### src/rtl/vga_pixel_fetch.sv
// Prefetching pixel feeder: streams grayscale bytes from a 1-cycle-latency image
// memory through a small FIFO and replicates each popped byte onto R/G/B.
module vga_pixel_fetch #(
  parameter int unsigned H_ACTIVE   = 640,
  parameter int unsigned V_ACTIVE   = 480,
  parameter int unsigned ADDR_W     = 19,
  parameter int unsigned FIFO_DEPTH = 4,
  parameter int unsigned FRAMES     = 1
) (
  input  logic              clk,
  input  logic              rst,
  input  logic              start,
  output logic              mem_rd,
  output logic [ADDR_W-1:0] mem_addr,
  input  logic [7:0]        mem_data,
  input  logic              pix_req,
  output logic              pix_valid,
  output logic [7:0]        R,
  output logic [7:0]        G,
  output logic [7:0]        B,
  output logic              underflow,
  output logic              done
);

  localparam int unsigned PTR_W = $clog2(FIFO_DEPTH);
  localparam int unsigned CNT_W = PTR_W + 1;
  localparam int unsigned FRM_W = $clog2(FRAMES + 1);

  localparam logic [ADDR_W-1:0] LAST_ADDR  = ADDR_W'(H_ACTIVE * V_ACTIVE - 1);
  localparam logic [CNT_W-1:0]  FULL_CNT   = CNT_W'(FIFO_DEPTH);
  localparam logic [CNT_W:0]    FULL_OCC   = (CNT_W + 1)'(FIFO_DEPTH);
  localparam logic [FRM_W-1:0]  LAST_FRAME = FRM_W'(FRAMES - 1);

  localparam logic [2:0] S_IDLE   = 3'd0;
  localparam logic [2:0] S_FILL   = 3'd1;
  localparam logic [2:0] S_STREAM = 3'd2;
  localparam logic [2:0] S_DRAIN  = 3'd3;
  localparam logic [2:0] S_DONE   = 3'd4;

  logic [2:0]        state_q, state_d;
  logic [ADDR_W-1:0] addr_q, addr_d;
  logic [FRM_W-1:0]  frame_q, frame_d;
  logic [CNT_W-1:0]  count_q, count_d;
  logic [PTR_W-1:0]  wr_ptr_q, wr_ptr_d;
  logic [PTR_W-1:0]  rd_ptr_q, rd_ptr_d;
  logic              inflight_q, inflight_d;
  logic [7:0]        fifo_q [FIFO_DEPTH];
  logic [7:0]        fifo_d [FIFO_DEPTH];
  logic [7:0]        pix_q, pix_d;
  logic              pix_valid_q, pix_valid_d;
  logic              underflow_q, underflow_d;
  logic              done_q, done_d;

  logic              serving;
  logic              pop;
  logic              starve;
  logic              rd;
  logic              last_read;
  logic [CNT_W:0]    occ;

  // Occupancy seen by the read issuer counts the in-flight byte and credits this cycle's pop.
  always_comb begin
    serving   = (state_q == S_STREAM) || (state_q == S_DRAIN);
    pop       = serving && pix_req && (count_q != '0);
    starve    = serving && pix_req && (count_q == '0);
    occ       = {1'b0, count_q} + (CNT_W + 1)'(inflight_q) - (CNT_W + 1)'(pop);
    rd        = ((state_q == S_FILL) || (state_q == S_STREAM)) && (occ < FULL_OCC);
    last_read = rd && (addr_q == LAST_ADDR) && (frame_q == LAST_FRAME);
  end

  always_comb begin
    state_d     = state_q;
    addr_d      = addr_q;
    frame_d     = frame_q;
    count_d     = count_q;
    wr_ptr_d    = wr_ptr_q;
    rd_ptr_d    = rd_ptr_q;
    inflight_d  = rd;
    fifo_d      = fifo_q;
    pix_d       = pix_q;
    pix_valid_d = pop;
    underflow_d = underflow_q | starve;

    // Returned read data lands one cycle after the strobe.
    if (inflight_q) begin
      fifo_d[wr_ptr_q] = mem_data;
      wr_ptr_d         = wr_ptr_q + PTR_W'(1);
    end
    if (pop) begin
      pix_d    = fifo_q[rd_ptr_q];
      rd_ptr_d = rd_ptr_q + PTR_W'(1);
    end else if (starve) begin
      pix_d = 8'h00;
    end
    count_d = count_q + CNT_W'(inflight_q) - CNT_W'(pop);

    if (rd) begin
      if (addr_q == LAST_ADDR) begin
        addr_d  = '0;
        frame_d = frame_q + FRM_W'(1);
      end else begin
        addr_d = addr_q + ADDR_W'(1);
      end
    end

    case (state_q)
      S_IDLE: begin
        if (start) begin
          state_d = S_FILL;
          addr_d  = '0;
          frame_d = '0;
        end
      end
      S_FILL: begin
        if (last_read)               state_d = S_DRAIN;
        else if (count_d == FULL_CNT) state_d = S_STREAM;
      end
      S_STREAM: begin
        if (last_read) state_d = S_DRAIN;
      end
      S_DRAIN: begin
        if ((count_q == '0) && !inflight_q) state_d = S_DONE;
      end
      S_DONE:  state_d = S_DONE;
      default: state_d = S_IDLE;
    endcase

    done_d = (state_d == S_DONE);
  end

  always_ff @(posedge clk or posedge rst) begin
    if (rst) begin
      state_q     <= S_IDLE;
      addr_q      <= '0;
      frame_q     <= '0;
      count_q     <= '0;
      wr_ptr_q    <= '0;
      rd_ptr_q    <= '0;
      inflight_q  <= 1'b0;
      fifo_q      <= '{default: '0};
      pix_q       <= 8'h00;
      pix_valid_q <= 1'b0;
      underflow_q <= 1'b0;
      done_q      <= 1'b0;
    end else begin
      state_q     <= state_d;
      addr_q      <= addr_d;
      frame_q     <= frame_d;
      count_q     <= count_d;
      wr_ptr_q    <= wr_ptr_d;
      rd_ptr_q    <= rd_ptr_d;
      inflight_q  <= inflight_d;
      fifo_q      <= fifo_d;
      pix_q       <= pix_d;
      pix_valid_q <= pix_valid_d;
      underflow_q <= underflow_d;
      done_q      <= done_d;
    end
  end

  // The read strobe must react to a same-cycle pop, so it is decoded rather than registered.
  assign mem_rd    = rd;
  assign mem_addr  = addr_q;
  assign pix_valid = pix_valid_q;
  assign R         = pix_q;
  assign G         = pix_q;
  assign B         = pix_q;
  assign underflow = underflow_q;
  assign done      = done_q;

endmodule

### config.mk
export PLATFORM = sky130hd
export DESIGN_NAME = vga_pixel_fetch
export DESIGN_NICKNAME = d
export VERILOG_FILES = /design/src/rtl/vga_pixel_fetch.sv
export SDC_FILE = /design/constraint.sdc
export NUM_CORES = 1
export LEC_CHECK = 0
export CORE_ASPECT_RATIO = 1.1
export CORE_UTILIZATION = 30
export DETAILED_ROUTE_END_ITERATION = 10
export PLACE_DENSITY = 0.49
export SLEW_MARGIN = 30
export SYNTH_ARGS = -nofsm -noshare
export SYNTH_HDL_FRONTEND = slang
export SYNTH_SLANG_ARGS = --single-unit
### constraint.sdc
create_clock -name clk -period 12.1 [get_ports clk]
set_input_delay 2.42 -clock clk [delete_from_list [all_inputs] [get_ports clk]]
set_output_delay 2.42 -clock clk [all_outputs]
set_load 0.005 [all_outputs]
==> impl_results.md, run 1 <==
* Post-synthesis xor/xnor area fraction at 0.04581
* Pwr Total at 1126 uW
* Min-Delay Path Depth at 1
* Worst path cell trace: clkdlybuf4s50_1, nand3_1, nor2_1, ha_1, inv_1, ha_1, fa_1, xor2_1, nor3_1, nand3_1, inv_1, clkdlybuf4s50_1
* Die footprint at 12550 um2
* Share of layout cells above drive strength 1 at 0.1841
* Hpwl dp at 5.649 mm
* CTS Hold Bufs at 0
* Kind of critical path: input port to primary output
* Largest area contributor in the netlist: dfrtp_1
* Largest family of logic cells by synthesized area: multiplexers
* Worst slew pin tran at 0.8658 ns
* Initial DRC count at 63
* RR Endpoint: mem_addr[4]
* Routed vias at 2433
* Clock transition at path regs at 0.06 ns
* Critical Path Sink Type: primary output
* Top cell type's share of synthesized area at 0.5098
* Clk buf depth at 2
* Netlist cell types at 39
* Simple-Gate Fraction of Synth Area at 0.1268
* Initial Util at 0.3119
* Hold Vio Cnt, Final at 0
* Total global-route track usage at 0.1358
* Fillcell total at 1124
* H-tree depth at 3
* Largest net degree at the start of global routing at 75
* Max_cap viols at 0
* Compound-Gate Fraction of Synth Area at 0.07234
* DIE HEIGHT at 117.4 um
* Power per standard cell area at 246.8 nW/um2
* Final #Nets at 371
* EDFF count, synth at 0
* Critical Path AT at 7.05 ns
* Post-CTS sizing at 0
* Post-route DRC at 0
* CP max FO at 12
* Pleak at 0.001870 uW
* Worst Hold Launch: underflow
* Inserted Diodes at 0
* Row cnt at 41
* Count of boundary I/O pins at 59
* Critical Path Slowest Stage Cell: nor2_1
* Clock skew at 0.006205 ns
* Synthesized area per cell at 11.91 um2
* Adder-cell share of the synthesized area at 0.03651
* Seq/Total Area, Yosys at 0.5098
* Hold slack final at 0.4819 ns
* CTS buffer count at 9
* Pre-antenna DRT Iters at 4
* Area contributors post-synth: dfrtp_1 51%, mux2_2 9.9%, mux4_2 5.0%
* Ys async rst share at 1.000
* Clock tree from TritonCTS: yes
* Crit path largest cell delay at 0.78 ns
* Required @ worst endpoint at 9.68 ns
* Worst Reg-to-Reg Cells at 12
* Port Buffers at 58
* Worst Setup Start Kind: input port
* Post-synthesis sequential element count at 74
* Cell Area, Synth at 3632 um2
* Avg WL per Cell at 15.55 um
* Status: finished, final reports clean
* Post-Route WL at 7.822 mm
* Max Clk Rate at 105.5 MHz
* Synthesis-to-layout area growth at 25.63%
* RSZ-0062 raised after global routing: no
* Post CTS Setup Buffer Count at 0
* Synth Net Count at 327
* DR vias/cell at 4.837
* Hold Path Class: flop to flop
* Chip Width at 106.9 um
* FF-to-FF setup slack at 7.16 ns
* Mux contribution to synthesized area at 0.1488
* Final ANT Viol Nets at 0
* Slew HR at 0.4206
* Core Region at 11640 um2
* Gr ovfl total at 0
* Initial antenna violation count at 0
* Clock sinks at 74
* Commonest non-fill, non-tap cell in the layout: dfrtp_1
* Cell area after layout at 4563 um2
* Worst VDD drop at 88.31 uV
* Dominant synthesized flop cell: dfrtp_1
* Area after DPL at 4243 um2
* Pins over their slew limit at 0
* Final setup violating endpoints at 0
* Final min period at 9.475 ns
* Synth warn at 0
* Global-route wire length before repair at 13.12 mm
* Vias in the first global route at 2474
* Period utilisation layout at 0.7830
* Root Buffer: clkbuf_16
* WHS Endpoint: underflow
* Setup TNS at 0 ns
* RR Startpoint: state_q[2]
* Syn Inst Count at 305
* Most frequent cells in the layout: 74 x dfrtp_1, 58 x clkdlybuf4s50_1, 32 x mux2_2, 21 x nor2_1, 16 x nand2_1
* RD Place Congestion at 0.7586
* Clock latency on the worst-skew pair at 0.33 ns
flip-flops by register name (all words and copies together) (netlist names):
signal / count
underflow: 1
frame_q: 1
pix_valid: 1
wr_ptr_q: 2
count_q: 3
mem_addr: 19
rd_ptr_q: 2
inflight_q: 1
state_q: 3
fifo_q: 32
done: 1
B: 8
critical path: cells and delay by family:
family        cells  cell delay (ns)
xor+xnor          1             0.21
fa+ha+maj         3             0.82
buf+inv           4             1.35
simple gates      4             2.24
power breakdown:
group | leakage [uW] | internal [uW] | switching, uW
Combinational | 0.000788 | 236 | 187
Sequential | 0.000926 | 339 | 80.4
Clock | 0.000156 | 180 | 103
Total | 0.00187 | 755 | 371
synth_stat cells, types with 2 or more instances:
master / count
nor4_1: 7
and3_1: 2
xor2_1: 10
or4_1: 5
mux4_2: 8
o21ai_0: 5
nor2_1: 21
nand2_1: 16
buf_4: 17
inv_1: 14
buf_2: 3
or3_1: 3
nor3_1: 6
ha_1: 9
a22o_1: 10
dfrtp_1: 74
o31ai_1: 2
or2_2: 3
clkbuf_1: 5
nand4_1: 11
a21oi_1: 8
mux2_2: 32
nand3_1: 10
xnor2_1: 9
how the worst max path moves through the flow:
stage          startpoint     end  slack, ns  cells after the start
2_1_floorplan     pix_req  mem_rd       4.54                     12
3_3_place_gp      pix_req  mem_rd       2.81                     12
3_5_place_dp      pix_req  mem_rd       2.59                     12
4_1_cts           pix_req  mem_rd       2.54                     12
5_1_grt           pix_req  mem_rd       2.19                     12
6_report          pix_req  mem_rd       2.63                     12
routing by layer:
| layer | global-route usage | up-vias | part of all wire |
|---|---|---|---|
| li1 | - | 1167 | - |
| met1 | 0.1732 | 1206 | 0.45 |
| met2 | 0.2258 | 51 | 0.50 |
| met3 | 0.02946 | 9 | 0.039 |
| met4 | 0.04623 | 0 | 0.013 |
| met5 | 0 | - | 0 |
through the flow:
step           worst slack (ns)  std cells  utilization
4_1_cts                   2.535        503       0.3915
3_5_place_dp              2.588        488       0.3643
2_1_floorplan             4.541        305            -
3_3_place_gp              2.806        488       0.3643
6_report                  2.625        503       0.3919
5_1_grt                   2.193        503       0.3919
cell families after synthesis:
logic type | count (synthesis)
AND/OR/NAND/NOR | 88
flip-flops | 74
buffers and inverters | 40
multiplexers | 40
AO/OA/AOI/OAI | 34
XOR/XNOR | 19
adder cells (fa/ha/maj) | 10
final cells by class:
type,instances,area [um2],area share
sequential,74,1852,0.4058
clock buffer,9,225.2,0.04936
inverter,14,52.55,0.01152
timing repair buffer,59,591.8,0.1297
clock inverter,6,91.34,0.02002
multi-input combinational,191,1563,0.3425
tap,150,187.7,0.04113
No activity file was read; power rests on OpenSTA's default activity.
==> inputs of run 2 (changes only) <==
- PLACE_DENSITY: 0.49 -> 0.51
- clock period: 12.1 -> 8.17 ns (I/O delays scaled with it)
==> run 2 against run 1 <==
  * First-iteration DRC count is 4.8% lower
  * Combinational power grew 48%
  * Largest cell class unchanged
  * Highest routed layer unchanged
  * Cell area about the same
==> impl_results.md, run 2 (synthesized netlist as in run 1, its figures left out) <==
* Status: finished, final reports clean
* Gr ovfl total at 0 (unchanged)
* Final min period at 7.348 ns
* Root Buffer: clkbuf_16
* Avg WL per Cell at 15.65 um (+0.61%)
* Count of boundary I/O pins at 59 (unchanged)
* Post-route DRC at 0 (unchanged)
* Final #Nets at 372 (+0.27%)
* Worst VDD drop at 181.3 uV (+110%)
* Crit path largest cell delay at 0.65 ns (-0.13 ns)
* Pleak at 0.001869 uW (about the same)
* Critical Path Slowest Stage Cell: nor3_1
* Hold slack final at 0.4775 ns (-0.004405 ns)
* Most frequent cells in the layout: 74 x dfrtp_1, 58 x clkdlybuf4s50_1, 32 x mux2_2, 21 x nor2_1, 16 x nand2_1
* Core Region at 11640 um2 (unchanged)
* Port Buffers at 58 (unchanged)
* RD Place Congestion at 0.7562 (-0.32%)
* Post-CTS sizing at 0 (unchanged)
* Hold Vio Cnt, Final at 0 (unchanged)
* Row cnt at 41 (unchanged)
* Clock transition at path regs at 0.06 ns (about the same)
* Hpwl dp at 5.560 mm (-1.6%)
* Inserted Diodes at 0 (unchanged)
* Multi-input combinational cell area at 1563 um2 (unchanged)
* Setup TNS at 0 ns (unchanged)
* Initial antenna violation count at 0 (unchanged)
* CP top delay family: simple AND/OR/NAND/NOR gates
* Commonest non-fill, non-tap cell in the layout: dfrtp_1
* Vias in the first global route at 2536 (+2.5%)
* Post-Route WL at 7.901 mm (+1.0%)
* Cell area after layout at 4566 um2 (about the same)
* Pwr Total at 1660 uW (+47%)
* Post CTS Setup Buffer Count at 0 (unchanged)
* Clock skew at 0.006638 ns (+0.0004325 ns)
* Max reg flops at 32 (unchanged)
* Die footprint at 12550 um2 (unchanged)
* Area after DPL at 4250 um2 (+0.18%)
* Initial DRC count at 60 (-4.8%)
* Worst Setup Start Kind: input port
* CTS Hold Bufs at 0 (unchanged)
* CTS buffer count at 9 (unchanged)
* CP max FO at 12 (unchanged)
* Kind of critical path: input port to primary output
* Clock sinks at 74 (unchanged)
* H-tree depth at 3 (unchanged)
* Routed vias at 2487 (+2.2%)
* Total global-route track usage at 0.1375 (+0.001671)
* Clock latency on the worst-skew pair at 0.33 ns (about the same)
* Max_cap viols at 0 (unchanged)
* RSZ-0062 raised after global routing: no
* Power per standard cell area at 363.5 nW/um2 (+47%)
* Period utilisation layout at 0.8994
* Clock tree from TritonCTS: yes
* Synthesis-to-layout area growth at 25.70% (about the same)
* Final setup violating endpoints at 0 (unchanged)
* Final ANT Viol Nets at 0 (unchanged)
* Largest net degree at the start of global routing at 75 (unchanged)
* Pins over their slew limit at 0 (unchanged)
* Clk buf depth at 2 (unchanged)
* Worst path cell trace: clkdlybuf4s50_1, nand3_1, nor2_1, ha_1, inv_1, ha_1, fa_1, xor2_1, nor3_1, nand3_1, inv_1, clkdlybuf4s50_1
* Fillcell total at 1142 (+1.6%)
* DR vias/cell at 4.925 (+1.8%)
* Initial Util at 0.3119 (unchanged)
* Critical Path Sink Type: primary output
* Final core occ at 0.3921 (about the same)
* Max Clk Rate at 136.1 MHz
* Pre-antenna DRT Iters at 4 (unchanged)
* DIE HEIGHT at 117.4 um (unchanged)
* Share of layout cells above drive strength 1 at 0.1887 (+0.004596)
* Critical Path AT at 5.71 ns (-1.34 ns)
* Biggest register: fifo_q
* Required @ worst endpoint at 6.54 ns (-3.14 ns)
* Global-route wire length before repair at 13.22 mm (+0.74%)
* Worst slew pin tran at 0.7700 ns (-0.09585 ns)
* Hold Path Class: flop to flop
* Register area at 1852 um2 (unchanged)
* Slew HR at 0.4827 (+0.06209)
* Chip Width at 106.9 um (unchanged)
* Buf/Inv on CP at 4 (unchanged)
[run 2: cell count changes in the layout (fill, tap and decap cells not counted), sizes merged]
cell,change
bufinv,-1
clkinv,-1
clkinvlp,+1
inv,+1
buf,+1
clkbuf,+1
[run 2: path summary, 6_finish.rpt]
| kind | end | cells after the start | slack (ns) | start |
|---|---|---|---|---|
| setup / recovery | mem_rd | 12 | 0.82 | pix_req |
| hold / removal | underflow | 1 | 0.48 | underflow |
| setup reg to reg | mem_addr[2] | 12 | 3.68 | state_q[2] |
| hold reg to reg | underflow | 1 | 0.48 | underflow |
| max in group asynchronous | mem_addr[6] | 3 | 5.91 | rst |
| min in group asynchronous | mem_addr[17] | 3 | 1.77 | rst |
[run 2: area by class of cell]
type | count | area share
timing repair buffer | 60 | 0.1313
sequential | 74 | 0.4056
inverter | 14 | 0.01151
multi-input combinational | 191 | 0.3423
clock inverter | 6 | 0.01589
clock buffer | 10 | 0.05234
tap | 150 | 0.04111
[run 2: layer usage]
| metal | track usage | up-vias | wire, um |
|---|---|---|---|
| met1 | 0.1674 | 1249 | 3539 |
| li1 | - | 1185 | - |
| met4 | 0.04880 | 0 | 109 |
| met2 | 0.2339 | 44 | 3989 |
| met5 | 0 | - | 0 |
| met3 | 0.03391 | 9 | 263 |
[run 2: power breakdown]
group          switching [uW]  internal (uW)
clock network             163            248
registers                 122            502
logic                     276            350
total                     560           1100
[run 2: per-stage QoR]
stage | setup slack, ns | cells
global placement | 1.009 | 489
CTS | 0.8140 | 505
finish | 0.8220 | 505
global route | 0.4693 | 505
floorplan | 2.183 | 305
detailed placement | 0.8301 | 489
==> inputs of run 3 (changes only) <==
- PLACE_DENSITY: 0.51 -> 0.49
- clock period: 8.17 -> 8.9 ns (I/O delays scaled with it)
==> run 3 against run 2 <==
  * Global-route usage down 0.37 points
  * Sequential share of layout area down 0.20 points
  * Critical path depth unchanged
  * Sequential cell count unchanged
  * Clock skew grew 0.0013 ns
  * Final cell count unchanged
  * Largest power group is now registers
  * Die area did not move
==> impl_results.md, run 3 (synthesized netlist as in run 1, its figures left out) <==
* Register area at 1852 um2 (unchanged)
* Top Layer Used: met4
* Initial DRC count at 81 (+35%)
* Stages on the worst setup path at 12 (unchanged)
* Global-route wire length before repair at 13.02 mm (-1.5%)
* Kind of critical path: input port to primary output
* Final WS setup at 1.339 ns (+0.5174 ns)
* Critical Path AT at 5.78 ns (+0.07 ns)
* Wire length on met2 at 3.818 mm (-4.3%)
* Clock transition at path regs at 0.06 ns (about the same)
* Multi-input combinational cell area at 1563 um2 (unchanged)
* Worst VDD drop at 131.3 uV (-28%)
* WL met3 at 271 um (+3.0%)
* Most frequent cells in the layout: 74 x dfrtp_1, 58 x clkdlybuf4s50_1, 32 x mux2_2, 21 x nor2_1, 16 x nand2_1
* Pins over their slew limit at 0 (unchanged)
* RD Place Congestion at 0.7336 (-3.0%)
* Worst path cell trace: clkdlybuf4s50_1, nand3_1, nor2_1, ha_1, inv_1, ha_1, fa_1, xor2_1, nor3_1, nand3_1, inv_1, clkdlybuf4s50_1
* Clock latency on the worst-skew pair at 0.33 ns (about the same)
* Combinational share of power at 0.369 (-0.008)
* Port Buffers at 58 (unchanged)
* Min-Delay Path Depth at 1 (unchanged)
* DR vias/cell at 4.814 (-2.3%)
* Total global-route track usage at 0.1337 (-0.003734)
* Biggest register: fifo_q
* Clk pwr share at 0.260 (+0.013)
* Required @ worst endpoint at 7.12 ns (+0.58 ns)
* Initial Util at 0.3119 (unchanged)
* Post-Route WL at 7.724 mm (-2.2%)
* Clock sinks at 74 (unchanged)
* DIE HEIGHT at 117.4 um (unchanged)
* Pre-CTS WS at 1.304 ns (+0.4739 ns)
* Initial antenna violation count at 0 (unchanged)
* Reg power frac at 0.371 (-0.005)
* Worst Setup Start Kind: input port
* Count of boundary I/O pins at 59 (unchanged)
* Core Region at 11640 um2 (unchanged)
* Clock tree from TritonCTS: yes
* Post CTS Setup Buffer Count at 0 (unchanged)
* Synthesis-to-layout area growth at 26.32%
* Pleak at 0.001883 uW (+0.77%)
* H-tree depth at 3 (unchanged)
* Max reg flops at 32 (unchanged)
* Post-route DRC at 0 (unchanged)
* Inserted Diodes at 0 (unchanged)
* RSZ-0062 raised after global routing: no
* Routed vias at 2431 (-2.3%)
* Hold Vio Cnt, Final at 0 (unchanged)
* Critical Path Slowest Stage Cell: nor3_1
* Final ANT Viol Nets at 0 (unchanged)
* M1 WL at 3.574 mm (+0.99%)
* Clock skew at 0.007986 ns (+0.001348 ns)
* Chip Width at 106.9 um (unchanged)
* Row cnt at 41 (unchanged)
* Switch share at 0.3281 (-0.009194)
* Vias in the first global route at 2505 (-1.2%)
* Die footprint at 12550 um2 (unchanged)
* Clk buf depth at 2 (unchanged)
* Commonest non-fill, non-tap cell in the layout: dfrtp_1
* Final min period at 7.561 ns
* CP top delay family: simple AND/OR/NAND/NOR gates
* Crit path largest cell delay at 0.65 ns (about the same)
* Psw at 506.8 uW (-9.5%)
* Avg WL per Cell at 15.30 um (-2.2%)
* Power per standard cell area at 336.7 nW/um2 (-7.4%)
* Max Clk Rate at 132.3 MHz
* Setup TNS at 0 ns (unchanged)
* Status: finished, final reports clean
* Critical Path Sink Type: primary output
* Hold Path Class: flop to flop
* Root Buffer: clkbuf_16
* Post-CTS sizing at 0 (unchanged)
* Max_cap viols at 0 (unchanged)
* Share of layout cells above drive strength 1 at 0.1887 (unchanged)
* CTS buffer count at 9 (unchanged)
* Final #Nets at 372 (unchanged)
* Slew HR at 0.4853 (+0.002611)
* Worst slew pin tran at 0.7661 ns (-0.003886 ns)
* Worst Reg-to-Reg Cells at 12 (unchanged)
* P_int at 1038 uW (-5.6%)
* CP max FO at 12 (unchanged)
* Final setup violating endpoints at 0 (unchanged)
* CTS Hold Bufs at 0 (unchanged)
* Fillcell total at 1135 (-0.61%)
* Pre-antenna DRT Iters at 4 (unchanged)
* Gr ovfl total at 0 (unchanged)
* Largest net degree at the start of global routing at 75 (unchanged)
* Hpwl dp at 5.459 mm (-1.8%)
* Period utilisation layout at 0.8495
* Buf/Inv on CP at 4 (unchanged)
[run 3: metrics by stage]
| step | cell area (um2) | hold WS, ns | utilization | std cells | power [uW] |
|---|---|---|---|---|---|
| floorplan | 3632 | 0.4602 | - | 305 | 974.8 |
| global placement | 4250 | 0.4682 | 0.3650 | 489 | 1149 |
| detailed placement | 4250 | 0.4757 | 0.3650 | 489 | 1161 |
| CTS | 4584 | 0.4889 | 0.3937 | 505 | 1568 |
| global route | 4588 | 0.5175 | 0.3940 | 505 | 1655 |
| finish | 4588 | 0.4781 | 0.3940 | 505 | 1545 |
[run 3: path summary, 6_finish.rpt]
path,endpoint,startpoint,slack [ns]
setup / recovery,mem_rd,pix_req,1.34
hold / removal,underflow,underflow,0.48
setup reg to reg,mem_addr[7],state_q[2],4.49
hold reg to reg,underflow,underflow,0.48
max in group asynchronous,count_q[1],rst,6.48
min in group asynchronous,mem_addr[16],rst,1.95
[run 3: routing by layer]
metal,GRT usage,up-vias
met4,0.03339,0
met2,0.2198,46
li1,-,1175
met1,0.1746,1204
met5,0,-
met3,0.03446,6
[run 3: cell type report]
type | count | area share
Multi-Input combinational cell | 191 | 0.3406
Inverter | 14 | 0.01145
Clock buffer | 10 | 0.05209
Timing Repair Buffer | 60 | 0.1306
Tap cell | 150 | 0.04091
Clock inverter | 6 | 0.02073
Sequential cell | 74 | 0.4036
[run 3: power groups by stage]
stage	clock network, uW	registers [uW]	logic, uW
2_1_floorplan	0	527	448
3_3_place_gp	0	579	570
3_5_place_dp	0	582	579
4_1_cts	413	577	578
5_1_grt	428	597	630
6_report	402	573	570
==> RTL change, RTL diff (config.mk and constraints of run 2) <==
The parameter `H_ACTIVE` goes from 640 to 320.
--- a/src/rtl/vga_pixel_fetch.sv
+++ b/src/rtl/vga_pixel_fetch.sv
@@ -2,5 +2,5 @@
 // memory through a small FIFO and replicates each popped byte onto R/G/B.
 module vga_pixel_fetch #(
-  parameter int unsigned H_ACTIVE   = 640,
+  parameter int unsigned H_ACTIVE   = 320,
   parameter int unsigned V_ACTIVE   = 480,
   parameter int unsigned ADDR_W     = 19,
Check against the original RTL: same outputs for any inputs over 10 cycles, from zero or initial values and one cycle with rst high; that may be too few to reach the edited logic, so the function may still have changed.
==> RTL change against run 2 <==
Sequential share of layout area increased by 0.10 points. Final area decreased by 0.25%. Synthesized area decreased by 1.5%. Power decreased by 1.3%. Sequential cell count unchanged. Routed wire length decreased by 2.1%. Die area decreased by 1.5%. Worst setup slack improved by 0.25 ns. Via count increased by 0.40%. Critical path type unchanged.
==> RTL change: results (changes against run 2) <==
[run_status]
outcome = finished clean

[power]
power_frac_comb_pct = 34.7  ; -3.0 points
power_density_mw_per_mm2 = 360  ; -1.1%
p_clk_uw = 460  ; +12%
intPower_mw = 1.13  ; +2.8%
ir_drop_mv = 0.119  ; -35%
power.leakage_nw = 1.85  ; -1.2%

[cts]
numCtsBuffers = 9  ; unchanged
clk_latency_ns = 0.34

[finish]
bufAreaShareNonClock_pct = 13.3  ; +0.20 points
n_all_buffers = 61  ; +1.7%
clock_cell_area_share_pct = 7.72  ; +0.90 points
area_growth_pct = 27.3
sh_seq_area_pct = 40.7  ; +0.10 points
antennaDiodeCount = 0  ; unchanged
multi_input_area_share_pct = 33.1  ; -1.1 points
regMostFlops = fifo_q
largest_cell_class = flip-flops and latches
drive_above_1_share_pct = 17.5  ; -1.4 points
nFillCells = 1109  ; -2.9%
inv_count = 13  ; -1
multi_input_gates = 191  ; unchanged

[routing]
vias = 2497  ; +0.40%
detail_route.wl_per_cell_um = 15.3  ; -2.1%
vias_per_cell = 4.94  ; +0.40%
drt_iter0_drc = 75  ; +25%

[place]
gp_congestion = 0.760  ; +0.52%
placed_area_mm2 = 0.00420  ; -1.2%
port_buffers = 58  ; unchanged
hpwl_um = 5290  ; -4.8%

[critical_path]
cp_max_fo = 24  ; +12
cpMaxStageDelayCell = or3_1
crit_end = mem_rd
r2r_end = mem_addr[12]$_DFF_PP0_
r2r_cells = 12  ; unchanged
reg2reg_slack_ns = 4.02  ; +0.34 ns
cp.arrival_ns = 5.47  ; -0.24 ns

[floorplan]
n_tap_cell = 150  ; unchanged

[global_route]
track_usage_pct = 13.2  ; -0.56 points
grtUsageMet2_pct = 20.6  ; -2.7 points
grt_util_met3_pct = 2.23  ; -1.2 points
grt_max_degree = 75  ; unchanged
grt_pass1_wl_um = 12400  ; -6.0%
grt_pass1_vias = 2374  ; -6.4%
gr-usage-met1_pct = 17.4  ; +0.64 points

[synth]
syn-num-nets = 328  ; +0.31%
synth_cell_type_count = 43  ; +10%
synthAdderAreaFrac_pct = 3.71  ; +0.055 points
muxShareOfSynthArea_pct = 15.9  ; +1.1 points
yosys.area_share.xor_xnor_pct = 1.22  ; -3.4 points
ys_seq_area_share_pct = 51.7  ; +0.77 points
synth_compound_area_share_pct = 9.69  ; +2.5 points
synth_common_cells = 74 x dfrtp_1, 32 x mux2_2, 26 x nand2_1
netlist_instances = 306  ; +0.33%
synth_area_leaders = dfrtp_1 52%, mux2_2 10%, mux4_2 5.0%

[timing]
whs_ns = 0.477  ; -0.000898 ns
clock_skew_ns = 0.00504  ; -0.00160 ns
setup_ws_ns = 1.07  ; +0.249 ns
worst_slew_pin_slew_ns = 0.818  ; +0.0480 ns

[min_path]
hold_depth = 2  ; +1

RTL change: cell count changes in the layout (fill, tap and decap cells not counted), moves of 4 or more:
| cell | run 2 | this run |
|---|---|---|
| nand2_1 | 16 | 26 |
| xor2_1 | 10 | 3 |
| nor4_1 | 7 | 2 |
| nor3_1 | 6 | 1 |
| a21oi_1 | 8 | 18 |
| nor2_1 | 21 | 7 |
| o41ai_1 | 0 | 4 |
| or3_1 | 3 | 10 |
| o22ai_1 | 0 | 5 |
| xnor2_1 | 9 | 2 |
| o21ai_0 | 5 | 13 |
| nand4_1 | 11 | 5 |
RTL change: cells by family after synthesis:
logic type | after synthesis
buffers and inverters | 41
and+or+nand+nor | 78
muxes | 43
xor gates and xnor gates | 5
AOI/OAI and AO/OA | 55
adders and majority gates | 10
DFF | 74
RTL change: layer usage:
| layer | wire (um) | up-vias |
|---|---|---|
| met1 | 3680 | 1251 |
| li1 | - | 1198 |
| met3 | 189 | 13 |
| met5 | 0 | - |
| met2 | 3680 | 35 |
| met4 | 183 | 0 |
